File: config.mk
export PLATFORM = sky130hd
export DESIGN_NAME = panel_pixel_fetch
export DESIGN_NICKNAME = d
export VERILOG_FILES = /design/src/rtl/panel_pixel_fetch.sv
export SDC_FILE = /design/constraint.sdc
export NUM_CORES = 1
export LEC_CHECK = 0
export CORE_ASPECT_RATIO = 1.75
export CORE_MARGIN = 2
export CORE_UTILIZATION = 50
export CTS_CLUSTER_SIZE = 30
export DETAILED_ROUTE_END_ITERATION = 10
export GPL_TIMING_DRIVEN = 0
export PLACE_DENSITY = 0.77
export SLEW_MARGIN = 20
export SYNTH_ARGS = -nofsm -noshare
export SYNTH_HDL_FRONTEND = slang
export SYNTH_SLANG_ARGS = --single-unit
File: constraint.sdc
create_clock -name i_clk -period 2.6 [get_ports i_clk]
set_clock_uncertainty 0.1 [all_clocks]
set_input_delay 0.52 -clock i_clk [delete_from_list [all_inputs] [get_ports i_clk]]
set_output_delay 0.52 -clock i_clk [all_outputs]
set_load 0.05 [all_outputs]
File: src/rtl/panel_pixel_fetch.sv
// Framebuffer walker for a dual-scan LED panel: reads the upper and lower pixel of each
// column, slices out the current bit-plane and hands packed R/G/B pairs to the shift driver.
module panel_pixel_fetch #(
  parameter int PANEL_WIDTH = 64,
  parameter int ROW_PAIRS   = 32,
  parameter int COLOR_BITS  = 4,
  parameter int ADDR_WIDTH  = 12,
  localparam int ROW_W      = (ROW_PAIRS > 1) ? $clog2(ROW_PAIRS) : 1,
  localparam int PLANE_W    = (COLOR_BITS > 1) ? $clog2(COLOR_BITS) : 1
) (
  input  logic                    i_clk,
  input  logic                    i_rst_n,
  input  logic                    i_enable,
  output logic [ADDR_WIDTH-1:0]   o_fb_addr,
  output logic                    o_fb_rd_en,
  input  logic [3*COLOR_BITS-1:0] i_fb_data,
  output logic                    o_pix_valid,
  input  logic                    i_pix_ready,
  output logic [1:0]              o_pix_r,
  output logic [1:0]              o_pix_g,
  output logic [1:0]              o_pix_b,
  output logic                    o_pix_last,
  output logic                    o_frame_end,
  output logic [ROW_W-1:0]        o_line_row,
  output logic [PLANE_W-1:0]      o_line_plane
);

  localparam int COL_W = (PANEL_WIDTH > 1) ? $clog2(PANEL_WIDTH) : 1;
  localparam logic [COL_W-1:0]      COL_LAST     = COL_W'(PANEL_WIDTH - 1);
  localparam logic [PLANE_W-1:0]    PLANE_LAST   = PLANE_W'(COLOR_BITS - 1);
  localparam logic [ROW_W-1:0]      ROW_LAST     = ROW_W'(ROW_PAIRS - 1);
  localparam logic [ADDR_WIDTH-1:0] LOWER_OFFSET = ADDR_WIDTH'(ROW_PAIRS * PANEL_WIDTH);
  localparam logic [ADDR_WIDTH-1:0] WIDTH_MUL    = ADDR_WIDTH'(PANEL_WIDTH);

  typedef enum logic [2:0] {
    IDLE    = 3'd0,
    RD_UP   = 3'd1,
    RD_LO   = 3'd2,
    CAP     = 3'd3,
    PRESENT = 3'd4
  } state_t;

  state_t state_reg, state_next;

  logic [COL_W-1:0]        col_reg, col_next;
  logic [PLANE_W-1:0]      plane_reg, plane_next;
  logic [ROW_W-1:0]        row_reg, row_next;
  logic [ADDR_WIDTH-1:0]   fb_addr_reg, fb_addr_next;
  logic                    fb_rd_en_reg, fb_rd_en_next;
  logic [3*COLOR_BITS-1:0] up_word_reg;
  logic [1:0]              pix_r_reg, pix_g_reg, pix_b_reg;
  logic                    pix_last_reg, frame_end_reg;
  logic [ROW_W-1:0]        line_row_reg;
  logic [PLANE_W-1:0]      line_plane_reg;

  logic xfer;
  logic line_end;
  logic [ADDR_WIDTH-1:0] addr_up_calc;
  logic [COLOR_BITS-1:0] up_r, up_g, up_b, lo_r, lo_g, lo_b;

  assign xfer     = (state_reg == PRESENT) && i_pix_ready;
  assign line_end = (col_reg == COL_LAST);

  assign up_r = up_word_reg[3*COLOR_BITS-1:2*COLOR_BITS];
  assign up_g = up_word_reg[2*COLOR_BITS-1:COLOR_BITS];
  assign up_b = up_word_reg[COLOR_BITS-1:0];
  assign lo_r = i_fb_data[3*COLOR_BITS-1:2*COLOR_BITS];
  assign lo_g = i_fb_data[2*COLOR_BITS-1:COLOR_BITS];
  assign lo_b = i_fb_data[COLOR_BITS-1:0];

  always_ff @(posedge i_clk or negedge i_rst_n) begin
    if (!i_rst_n) begin
      state_reg <= IDLE;
    end else begin
      state_reg <= state_next;
    end
  end

  always_comb begin
    state_next = state_reg;
    case (state_reg)
      IDLE:    if (i_enable) state_next = RD_UP;
      RD_UP:   state_next = RD_LO;
      RD_LO:   state_next = CAP;
      CAP:     state_next = PRESENT;
      PRESENT: begin
        if (i_pix_ready) begin
          // Enable is only honoured at line end so a line is never cut short.
          if (!line_end || i_enable) state_next = RD_UP;
          else                       state_next = IDLE;
        end
      end
      default: state_next = IDLE;
    endcase
  end

  always_comb begin
    col_next   = col_reg;
    plane_next = plane_reg;
    row_next   = row_reg;
    if (xfer) begin
      if (line_end) begin
        col_next = '0;
        if (plane_reg == PLANE_LAST) begin
          plane_next = '0;
          row_next   = (row_reg == ROW_LAST) ? '0 : row_reg + 1'b1;
        end else begin
          plane_next = plane_reg + 1'b1;
        end
      end else begin
        col_next = col_reg + 1'b1;
      end
    end
  end

  // Address is built from the post-transfer counters so RD_UP sees the next pixel.
  always_comb begin
    addr_up_calc  = ADDR_WIDTH'(row_next) * WIDTH_MUL + ADDR_WIDTH'(col_next);
    fb_addr_next  = fb_addr_reg;
    fb_rd_en_next = 1'b0;
    if (state_next == RD_UP) begin
      fb_addr_next  = addr_up_calc;
      fb_rd_en_next = 1'b1;
    end else if (state_next == RD_LO) begin
      fb_addr_next  = addr_up_calc + LOWER_OFFSET;
      fb_rd_en_next = 1'b1;
    end
  end

  always_ff @(posedge i_clk or negedge i_rst_n) begin
    if (!i_rst_n) begin
      col_reg        <= '0;
      plane_reg      <= '0;
      row_reg        <= '0;
      fb_addr_reg    <= '0;
      fb_rd_en_reg   <= 1'b0;
      up_word_reg    <= '0;
      pix_r_reg      <= '0;
      pix_g_reg      <= '0;
      pix_b_reg      <= '0;
      pix_last_reg   <= 1'b0;
      frame_end_reg  <= 1'b0;
      line_row_reg   <= '0;
      line_plane_reg <= '0;
    end else begin
      col_reg      <= col_next;
      plane_reg    <= plane_next;
      row_reg      <= row_next;
      fb_addr_reg  <= fb_addr_next;
      fb_rd_en_reg <= fb_rd_en_next;
      if (state_reg == RD_LO) begin
        up_word_reg <= i_fb_data;
      end
      if (state_reg == CAP) begin
        pix_r_reg      <= {lo_r[plane_reg], up_r[plane_reg]};
        pix_g_reg      <= {lo_g[plane_reg], up_g[plane_reg]};
        pix_b_reg      <= {lo_b[plane_reg], up_b[plane_reg]};
        pix_last_reg   <= line_end;
        frame_end_reg  <= line_end && (plane_reg == PLANE_LAST) && (row_reg == ROW_LAST);
        line_row_reg   <= row_reg;
        line_plane_reg <= plane_reg;
      end
    end
  end

  assign o_fb_addr    = fb_addr_reg;
  assign o_fb_rd_en   = fb_rd_en_reg;
  assign o_pix_valid  = (state_reg == PRESENT);
  assign o_pix_r      = pix_r_reg;
  assign o_pix_g      = pix_g_reg;
  assign o_pix_b      = pix_b_reg;
  assign o_pix_last   = pix_last_reg;
  assign o_frame_end  = frame_end_reg;
  assign o_line_row   = line_row_reg;
  assign o_line_plane = line_plane_reg;

endmodule

==> reports/summary.txt <==
status = finished clean
Syn Area/Cell = 13.7 µm²
final core occ = 0.633
ant diodes = 0
DR vias = 1596
share of layout cells above drive strength 1 = 0.243
Final Cycle Share = 0.953
nets = 254
Die Span X = 57.5 µm
number of synthesized flops with an enable pin = 0
Sequential Power Share = 0.407
worst IR drop on VDD = 0.740 mV
register area share after synthesis = 0.560
Sink Count = 56
dominant cell type by area after synthesis = dfrtp_1
GP Congestion = 0.796
Crit Path Max Fanout = 9
GR Overflow Total = 0
area share of the largest cell type after synthesis = 0.560
Die Y = 97.6 µm
setup violators final = 0
Max Freq = 0.404 GHz
largest net degree at the start of global routing = 57
Yosys Warn Count = 0
number of buffers created by CTS = 5
fin area = 3100 µm²
asr flop ratio synth = 1.00
Power Total = 3.02 mW
R2R Setup Slk = 0.41 ns
Max clock buf depth = 2
initial antenna violation count = 0
first-pass GRT wire length = 7470 µm
clk_lat worst skew = 0.30 ns
Clock Power Share = 0.158
register area = 1400 µm²
H-tree depth = 2
die area = 5610 µm²
crit path DAT = 1.86 ns
Post-Syn Area = 2500 µm²
number of synthesized register bits = 56
multi-input logic area = 1030 µm²
Fin. Hold Viols = 0
clock period minus worst slack = 2.48 ns
Synth Flop Type = dfrtp_1
Antenna Nets Post-Route = 0
Switching Share = 0.372
FILL cells = 403
leak pwr = 1.42 nW
CTS tree = built
FF-to-FF Start = col_reg[0]
Setup TNS = 0 ns
clk slew on worst S/H paths = 0.09 ns
worst min path class = input port to async pin
worst slew pin tran = 0.681 ns
CP Capture Type = output pin
# IOs = 45
root buffer cell = clkbuf_8
placed cell areas = 3010 µm²
power per standard cell area = 975 nW/µm²
Global Route Usage Sum = 0.173
Mapped Nets = 203
Final HPWL DP = 3170 µm
most common cell in the netlist = dfrtp_1
Worst Setup Start Kind = flip-flop
Routed Wire Length = 4360 µm
row count = 34
vias per inst = 5.52
WL per Instance = 15.1 µm
number of distinct library cells after synthesis = 35
Max Cap Violations = 0
number of remaining DRC errors = 0
top cells by count, synth = dfrtp_1 (56), mux2_2 (28), nand2_1 (15), nor2_1 (9)
max_slew headroom = 0.546
Sw Pwr = 1.12 mW
Iter 0 DRT Violations = 32
area added between synthesis and finish = 23.8%
Logic pwr share = 0.435
RR Endpoint = o_fb_addr[1]
worst hold margin = 0.148 ns
r2r worst-path depth = 6
top cells by area, synth = dfrtp_1 (56%), mux2_2 (13%), mux4_2 (5.4%)
Final Slew Violations = 0
total core area = 4890 µm²
Syn Inst Count = 183
drt pass-1 iters = 4
RSZ-0062 raised after global routing = false
WS Path Type = flip-flop to output pin
internal power = 1.90 mW
vias in the first global route = 1617
count of input and output buffers = 44
Req. time, crit path = 1.98 ns
Starting Density = 0.511
[kinds of logic after synthesis]
| family | after synthesis | share of synthesized area |
|---|---|---|
| flops | 56 | 0.560 |
| xor+xnor | 3 | 0.0105 |
| buf+inv | 13 | 0.0295 |
| compound gates | 22 | 0.0625 |
| fa+ha+maj | 4 | 0.0200 |
| mux | 45 | 0.236 |
| simple gates | 40 | 0.0815 |
[area by class of cell]
class / count / area share
repair buffers: 44 / 0.141
inverters: 4 / 0.00485
plain buffers: 9 / 0.0190
well taps: 54 / 0.0218
flip-flops and latches: 56 / 0.453
multi-input cells: 114 / 0.331
clock buffers: 8 / 0.0291
[critical path, stage by stage (launching register included)]
cell           delay [ns]
dfrtp_1              0.32
buf_2                0.20
inv_2                0.06
or3_1                0.37
inv_2                0.08
dlygate4sd2_1        0.52
[worst max path at each step]
stage	startpoint	cells past startpoint	slack (ns)	to
after floorplan	col_reg[0]	6	0.65	o_fb_addr[1]
after global placement	i_rst_n	1	-0.79	up_word_reg[5]
after detailed placement	i_pix_ready	5	0.12	o_fb_addr[1]
after CTS	state_reg[2]	5	0.12	o_pix_valid
after global routing	state_reg[2]	5	0.03	o_pix_valid
final	state_reg[2]	5	0.12	o_pix_valid
[per-stage QoR]
step | cells | setup WS, ns
floorplan | 183 | 0.652
global placement | 281 | -0.786
detailed placement | 281 | 0.122
CTS | 289 | 0.122
global route | 289 | 0.0325
finish | 289 | 0.123
[cell usage in the layout (no fill, tap or decap), types with 2 or more instances in the layout]
master,count
o21ai_0,7
nand3_1,5
nor3_1,2
nand2_1,15
mux4_2,6
buf_6,2
buf_4,3
inv_2,2
clkdlybuf4s50_1,42
clkbuf_1,4
and3_1,2
clkbuf_8,6
mux2_2,28
inv_1,2
ha_1,4
mux2_1,7
mux2_4,4
dfrtp_1,56
o41ai_2,2
o21ai_1,5
nor2_1,9
a31oi_1,3
xnor2_1,3
buf_2,2
[timing repair]
action,in CTS,in global routing
hold buffers,0,0
endpoints found under the setup margin,1,0
resized for setup,1,0
setup buffers,0,0
[routing by layer]
metal | track usage | routed length (µm) | vias up
met5 | 0 | 0 | -
met3 | 0.0346 | 184 | 6
met4 | 0.0644 | 73 | 0
met2 | 0.296 | 2350 | 40
li1 | - | - | 766
met1 | 0.208 | 1750 | 784
[power by group through the flow]
| stage | clock network [mW] | registers (mW) | logic [mW] |
|---|---|---|---|
| global placement | 0 | 1.24 | 1.31 |
| detailed placement | 0 | 1.24 | 1.33 |
| global route | 0.527 | 1.26 | 1.42 |
| CTS | 0.494 | 1.23 | 1.33 |
| finish | 0.476 | 1.23 | 1.31 |
| floorplan | 0 | 1.53 | 0.658 |
Note: power is estimated with default switching activity, not from simulation.
==> RTL change 1: new RTL, same flow settings <==
Take the reset off `fb_addr_reg` and load it in a clocked block of its own.
--- a/src/rtl/panel_pixel_fetch.sv
+++ b/src/rtl/panel_pixel_fetch.sv
@@ -132,7 +132,6 @@
       col_reg        <= '0;
       plane_reg      <= '0;
       row_reg        <= '0;
-      fb_addr_reg    <= '0;
       fb_rd_en_reg   <= 1'b0;
       up_word_reg    <= '0;
       pix_r_reg      <= '0;
@@ -146,7 +145,6 @@
       col_reg      <= col_next;
       plane_reg    <= plane_next;
       row_reg      <= row_next;
-      fb_addr_reg  <= fb_addr_next;
       fb_rd_en_reg <= fb_rd_en_next;
       if (state_reg == RD_LO) begin
         up_word_reg <= i_fb_data;
@@ -163,6 +161,10 @@
     end
   end
 
+  always_ff @(posedge i_clk) begin
+    fb_addr_reg <= fb_addr_next;
+  end
+
   assign o_fb_addr    = fb_addr_reg;
   assign o_fb_rd_en   = fb_rd_en_reg;
   assign o_pix_valid  = (state_reg == PRESENT);
Function: differs if i_rst_n is asserted again (counterexample within 4 cycles, from zero or initial values and one cycle with i_rst_n low); with i_rst_n held inactive, the same outputs for 10 cycles.
==> RTL change 1 against the original RTL <==
Power up 8.1%; cell count down 4.8%; sequential cell count unchanged; area after synthesis down 3.1%; setup slack worse by 35 ps; wire length up 6.0%; sequential power up 8%; cell area down 1.8%; largest cell class unchanged; largest power group unchanged; highest routed layer unchanged.
==> RTL change 1: results (changes against the original RTL) <==
- Result of the run: completed
- The number of distinct library cells after synthesis was 42 (+20%).
- The fraction of met3 tracks used by global routing is 3.23% (-0.24 points).
- The net count of the mapped netlist was 189 (-6.9%).
- Combinational Power Share: 45.1% (+1.6 points)
- The wire length on met2 came to 2690 um (+15%).
- Global Route Usage Sum: 19.2% (+1.9 points)
* Longest Clk Path Bufs: 2 (unchanged)
* Net total in the final layout: 242 (-4.7%)
- The half-perimeter wire length after detailed placement came to 3530 um (+11%).
- Crit path DAT: 1890 ps (+30 ps)
- The weighted congestion reported at the end of routability-driven placement was 0.837 (+5.2%).
- The number of synthesized flops with an enable pin came to 12 (+12).
- Ranked by total cell area, the synthesized netlist is headed by sky130_fd_sc_hd__dfrtp_1 (45%), sky130_fd_sc_hd__edfxtp_1 (15%), sky130_fd_sc_hd__mux2_2 (12%).
* Hold/Removal Path Class: reg2reg
- The global routing usage on met1 was 20.5% (-0.30 points).
- Sw frac: 38.6% (+1.5 points)
* RR Endpoint: o_fb_addr[10]
- Post-placement cell count: 266 (-5.3%)
- The slowest stage of the critical path belongs to the cell sky130_fd_sc_hd__clkdlybuf4s50_1.
- Synth top cells by count: sky130_fd_sc_hd__dfrtp_1 (44), sky130_fd_sc_hd__mux2_2 (25), sky130_fd_sc_hd__edfxtp_1 (12), sky130_fd_sc_hd__nand2_1 (10)
- Total length of routed met3 wires: 212 um (+15%)
- Worst supply voltage drop on vdd: 0.000888 V (+20%)
- Leakage power: 1.25 nW (-12%)
- The slack of the worst reg-to-reg path came to 390 ps (-20 ps).
* Sequential power: 0.00133 W (+8%)
* Wire length of the first global-routing pass: 7910 um (+5.8%)
- 1st-iter DRT viols: 34 (+6.3%)
- Post-cts gate resize count: 0 (-1)
- Cts hold-fix bufs: 1 (+1)
* Largest net degree at the start of global routing: 34 (-40%)
- Final hold slack: 386 ps (+237 ps)
- The biggest cell delay along the critical path was 790 ps (+270 ps).
- Worst-margin pin slew: 632 ps (-49.0 ps)
- The tree is rooted in a sky130_fd_sc_hd__clkbuf_8.
* Post-layout instance count excluding filler cells: 275 (-4.8%)
- Synthesized area per cell: 14.3 um^2 (+4.9%)
- The number of vias per cell came to 5.80 (+5.1%).
- The detailed-route wire length per cell is 16.8 um (+11%).
* GRT met2 Usage: 35.8% (+6.1 points)
- Post-synth ARST share: 78.6% (-21 points)
- The fraction of the yosys area taken by sequential cells came to 60.3% (+4.3 points).
* Share of cells above drive strength 1: 22.9% (-1.4 points)
* Number of global-route vias before repair: 1709 (+5.7%)
## RTL change 1: cell types whose count changed in the layout (fill, tap and decap cells not counted), sizes merged, moves of 3 or more
cell | unedited run | this run
edfxtp | 0 | 12
dfrtp | 56 | 44
mux2 | 39 | 28
buf | 8 | 11
nand2 | 15 | 10
nand3 | 5 | 2
o21ai | 12 | 8
nor2 | 9 | 4
## RTL change 1: how the worst max path moves through the flow
stage / cells past startpoint / to / start / slack (ps)
floorplan: 5 / o_fb_addr[6] / row_reg[0] / 650
global placement: 1 / o_pix_g[1] / i_rst_n / -230
detailed placement: 5 / o_fb_addr[10] / i_pix_ready / 170
CTS: 5 / o_pix_valid / state_reg[0] / 80
global route: 5 / o_pix_valid / state_reg[0] / 20
finish: 5 / o_pix_valid / state_reg[0] / 90
## RTL change 1: layout make-up
| cell class | count | area, um^2 |
|---|---|---|
| clock inverter | 1 | 8.76 |
| timing repair buffer | 46 | 465 |
| clock buffer | 7 | 76.3 |
| inverter | 4 | 15.0 |
| fill | 351 | 1630 |
| multi-input combinational | 99 | 887 |
| buffer | 10 | 60.1 |
| tap | 52 | 65.1 |
| sequential | 56 | 1460 |
## RTL change 1: metrics by stage
step                setup WS [ps]  total power, W  setup TNS [ps]  instance area [um^2]
floorplan                     647         0.00239               0                  2420
global placement             -232         0.00279          -10080                  2930
detailed placement            172         0.00284               0                  2940
CTS                          79.1         0.00330               0                  3040
global route                 24.6         0.00344               0                  3040
finish                       87.7         0.00326               0                  3040
## RTL change 1: kinds of logic (layout without fill, tap and decap cells)
group,Yosys count,count (layout),share of synthesized area [%]
xor gates and xnor gates,3,3,1.08
AOI/OAI and AO/OA,22,22,5.94
adders and majority gates,4,4,2.07
and+or+nand+nor,35,35,8.52
DFF,56,56,60.3
muxes,35,35,19.0
buffers and inverters,14,68,3.10
==> RTL change 2: new RTL, same flow settings <==
Made on the original files. `COLOR_BITS`: 4 -> 8.
--- a/src/rtl/panel_pixel_fetch.sv
+++ b/src/rtl/panel_pixel_fetch.sv
@@ -3,7 +3,7 @@
 module panel_pixel_fetch #(
   parameter int PANEL_WIDTH = 64,
   parameter int ROW_PAIRS   = 32,
-  parameter int COLOR_BITS  = 4,
+  parameter int COLOR_BITS  = 8,
   parameter int ADDR_WIDTH  = 12,
   localparam int ROW_W      = (ROW_PAIRS > 1) ? $clog2(ROW_PAIRS) : 1,
   localparam int PLANE_W    = (COLOR_BITS > 1) ? $clog2(COLOR_BITS) : 1
Ports: changed (resized i_fb_data and o_line_plane); port bits go from 45 to 58. No check against the original RTL was run, so the function may have changed too.
==> RTL change 2 against the original RTL <==
Sequential cell count up 14; cell area grew 33%; power rose by 36%; setup slack better by 30 ps; utilization rose by 3.5 points; wire length rose by 49%; area after synthesis up 28%; first-iteration DRC count rose by 130%; critical path depth fell by 2; sequential share of layout area decreased by 2.8 points; highest routed layer unchanged.
==> RTL change 2: results (changes against the original RTL) <==
- The fraction of registers with async set or reset after synthesis is 100% (unchanged).
* Critical hold path startpoint: o_pix_g[1]
- Start point of the critical path: state_reg[2]
* Synth top cells by count: sky130_fd_sc_hd__dfrtp_1 (70), sky130_fd_sc_hd__mux2_2 (48), sky130_fd_sc_hd__nand2_1 (19), sky130_fd_sc_hd__mux4_2 (12), sky130_fd_sc_hd__o21ai_0 (12)
- Clk Latency, worst-skew pair: 350 ps (+50 ps)
* Count of fill cells added during filler insertion: 467 (+16%)
* PnR worst setup slack: 153 ps (+30.2 ps)
- Synth Area in XOR/XNOR: 0.820% (-0.23 points)
- Fraction of the mapped netlist area in compound gates: 5.19% (-1.1 points)
- The DRC violation count after routing came to 0 (unchanged).
- Warnings, synthesis: 0 (unchanged)
- Crit path DAT: 1830 ps (-30 ps)
- Worst supply voltage drop on vdd: 0.000774 V (+4.6%)
* Vias per cell: 5.57 (+0.83%)
- The half-perimeter wire length after detailed placement was 4820 um (+52%).
- Buffers on Ports: 57 (+30%)
- Largest net degree at the start of global routing: 43 (-25%)
* Pre-CTS setup slack: -31.9 ps (-154 ps)
* TritonCTS buffer count: 9 (+4)
- The path with the worst hold slack has its endpoint at o_pix_g[1].
- The weighted congestion reported at the end of routability-driven placement is 0.856 (+7.5%).
- Largest driver fanout on the critical path: 10 (+1)
- Global Route Usage Sum: 21.4% (+4.1 points)
* Result of the run: completed
- Sorting the synthesized cells by area gives the leading types as sky130_fd_sc_hd__dfrtp_1 (55%), sky130_fd_sc_hd__mux2_2 (17%), sky130_fd_sc_hd__mux4_2 (8.4%).
- Number of antenna violations at the first check in global routing: 0 (unchanged)
* Area share of fa/ha/maj cells after synthesis: 1.95% (-0.049 points)
- Source of the worst register-to-register timing path: row_reg[0]
- The number of H-tree levels was 3 (+1).
- The worst-case hold slack came to 388 ps (+239 ps).
* Worst slew margin: 59.2% (+4.6 points)
- The number of distinct library cells after synthesis is 37 (+5.7%).
- Initial DRT Pass Iterations: 4 (unchanged)
- RR Endpoint: o_fb_addr[9]
* Number of global-route vias before repair: 2298 (+42%)
- The gate count after technology mapping is 234 (+28%).
- Hold/Removal Path Class: reg2reg
- The net count of the mapped netlist was 267 (+32%).
- The number of cells after detailed placement was 372 (+32%).
* Detailed-route wire length: 6490 um (+49%)
* Hold Path Cell Cnt: 2
- Proportion of synthesized chip area in sequential cells: 54.6% (-1.4 points)
- The detailed-route wire length per cell is 16.7 um (+11%).
* CTS clk-pin slew, worst paths: 80 ps
* Inserted Diodes: 0 (unchanged)
* Setup slack of the worst register-to-register path: 230 ps (-180 ps)
- Worst Reg2Reg Path Length in Cells: 7 (+1)
- Share of cells above drive strength 1: 28.8% (+4.5 points)
- 1st-iter DRT viols: 75 (+130%)
* Flip-flop count of the largest register after layout: 24
* Leakage power: 1.74 nW (+23%)
- Post-synthesis mux area share: 27.2% (+3.6 points)
- The standard cell area after detailed placement was 3890 um^2 (+30%).
- Net total in the final layout: 337 (+33%)
- Wire length of the first global-routing pass: 11200 um (+49%)
* End point of the critical path: o_pix_valid
RTL change 2: changes by cell type after synthesis, sizes merged, moves of 3 or more:
cell,delta
dfrtp,+14
mux2,+9
mux2i,+6
mux4,+6
nand2,+4
clkbuf,+3
nor2,-3
nor3b,+3
RTL change 2: metal layers:
| metal | track usage (%) | up-vias | routed length [um] | share of wire [%] |
|---|---|---|---|---|
| met5 | 0 | - | 0 | 0 |
| met4 | 8.66 | 0 | 137 | 2.1 |
| met3 | 5.32 | 14 | 211 | 3.3 |
| met2 | 39.4 | 56 | 3670 | 57 |
| met1 | 23.2 | 1091 | 2470 | 38 |
| li1 | - | 1005 | - | - |
RTL change 2: repair_timing:
| action | CTS | global route |
|---|---|---|
| buffers inserted | 0 | 0 |
| endpoints found under the hold margin | 28 | 0 |
| gates resized for setup | 4 | 0 |
| endpoints found under the setup margin | 1 | 0 |
| hold buffers | 1 | 0 |
RTL change 2: final cells by class:
type	count	area, um^2	share of cell area, %
multi-input cells	149	1390	33.6
well taps	80	100	2.42
clock inverters	6	85.1	2.06
plain buffers	13	57.6	1.39
clock buffers	10	138	3.33
flip-flops and latches	70	1750	42.4
inverters	2	7.51	0.182
repair buffers	59	599	14.5
RTL change 2: cell families after synthesis:
logic type | count (synthesis)
buf+inv | 15
fa+ha+maj | 5
xor+xnor | 3
mux | 66
simple gates | 49
compound gates | 26
flops | 70
RTL change 2: worst max-delay path, cell delays in order (launching register included):
cell and delay (ps):
sky130_fd_sc_hd__dfrtp_1 400, sky130_fd_sc_hd__clkbuf_1 340, sky130_fd_sc_hd__nor3b_1 330, sky130_fd_sc_hd__clkdlybuf4s15_2 420
RTL change 2: where the power goes:
| group | switching (W) | internal [W] |
|---|---|---|
| registers | 0.000172 | 0.00141 |
| clock network | 0.000404 | 0.000562 |
| logic | 0.000824 | 0.000717 |
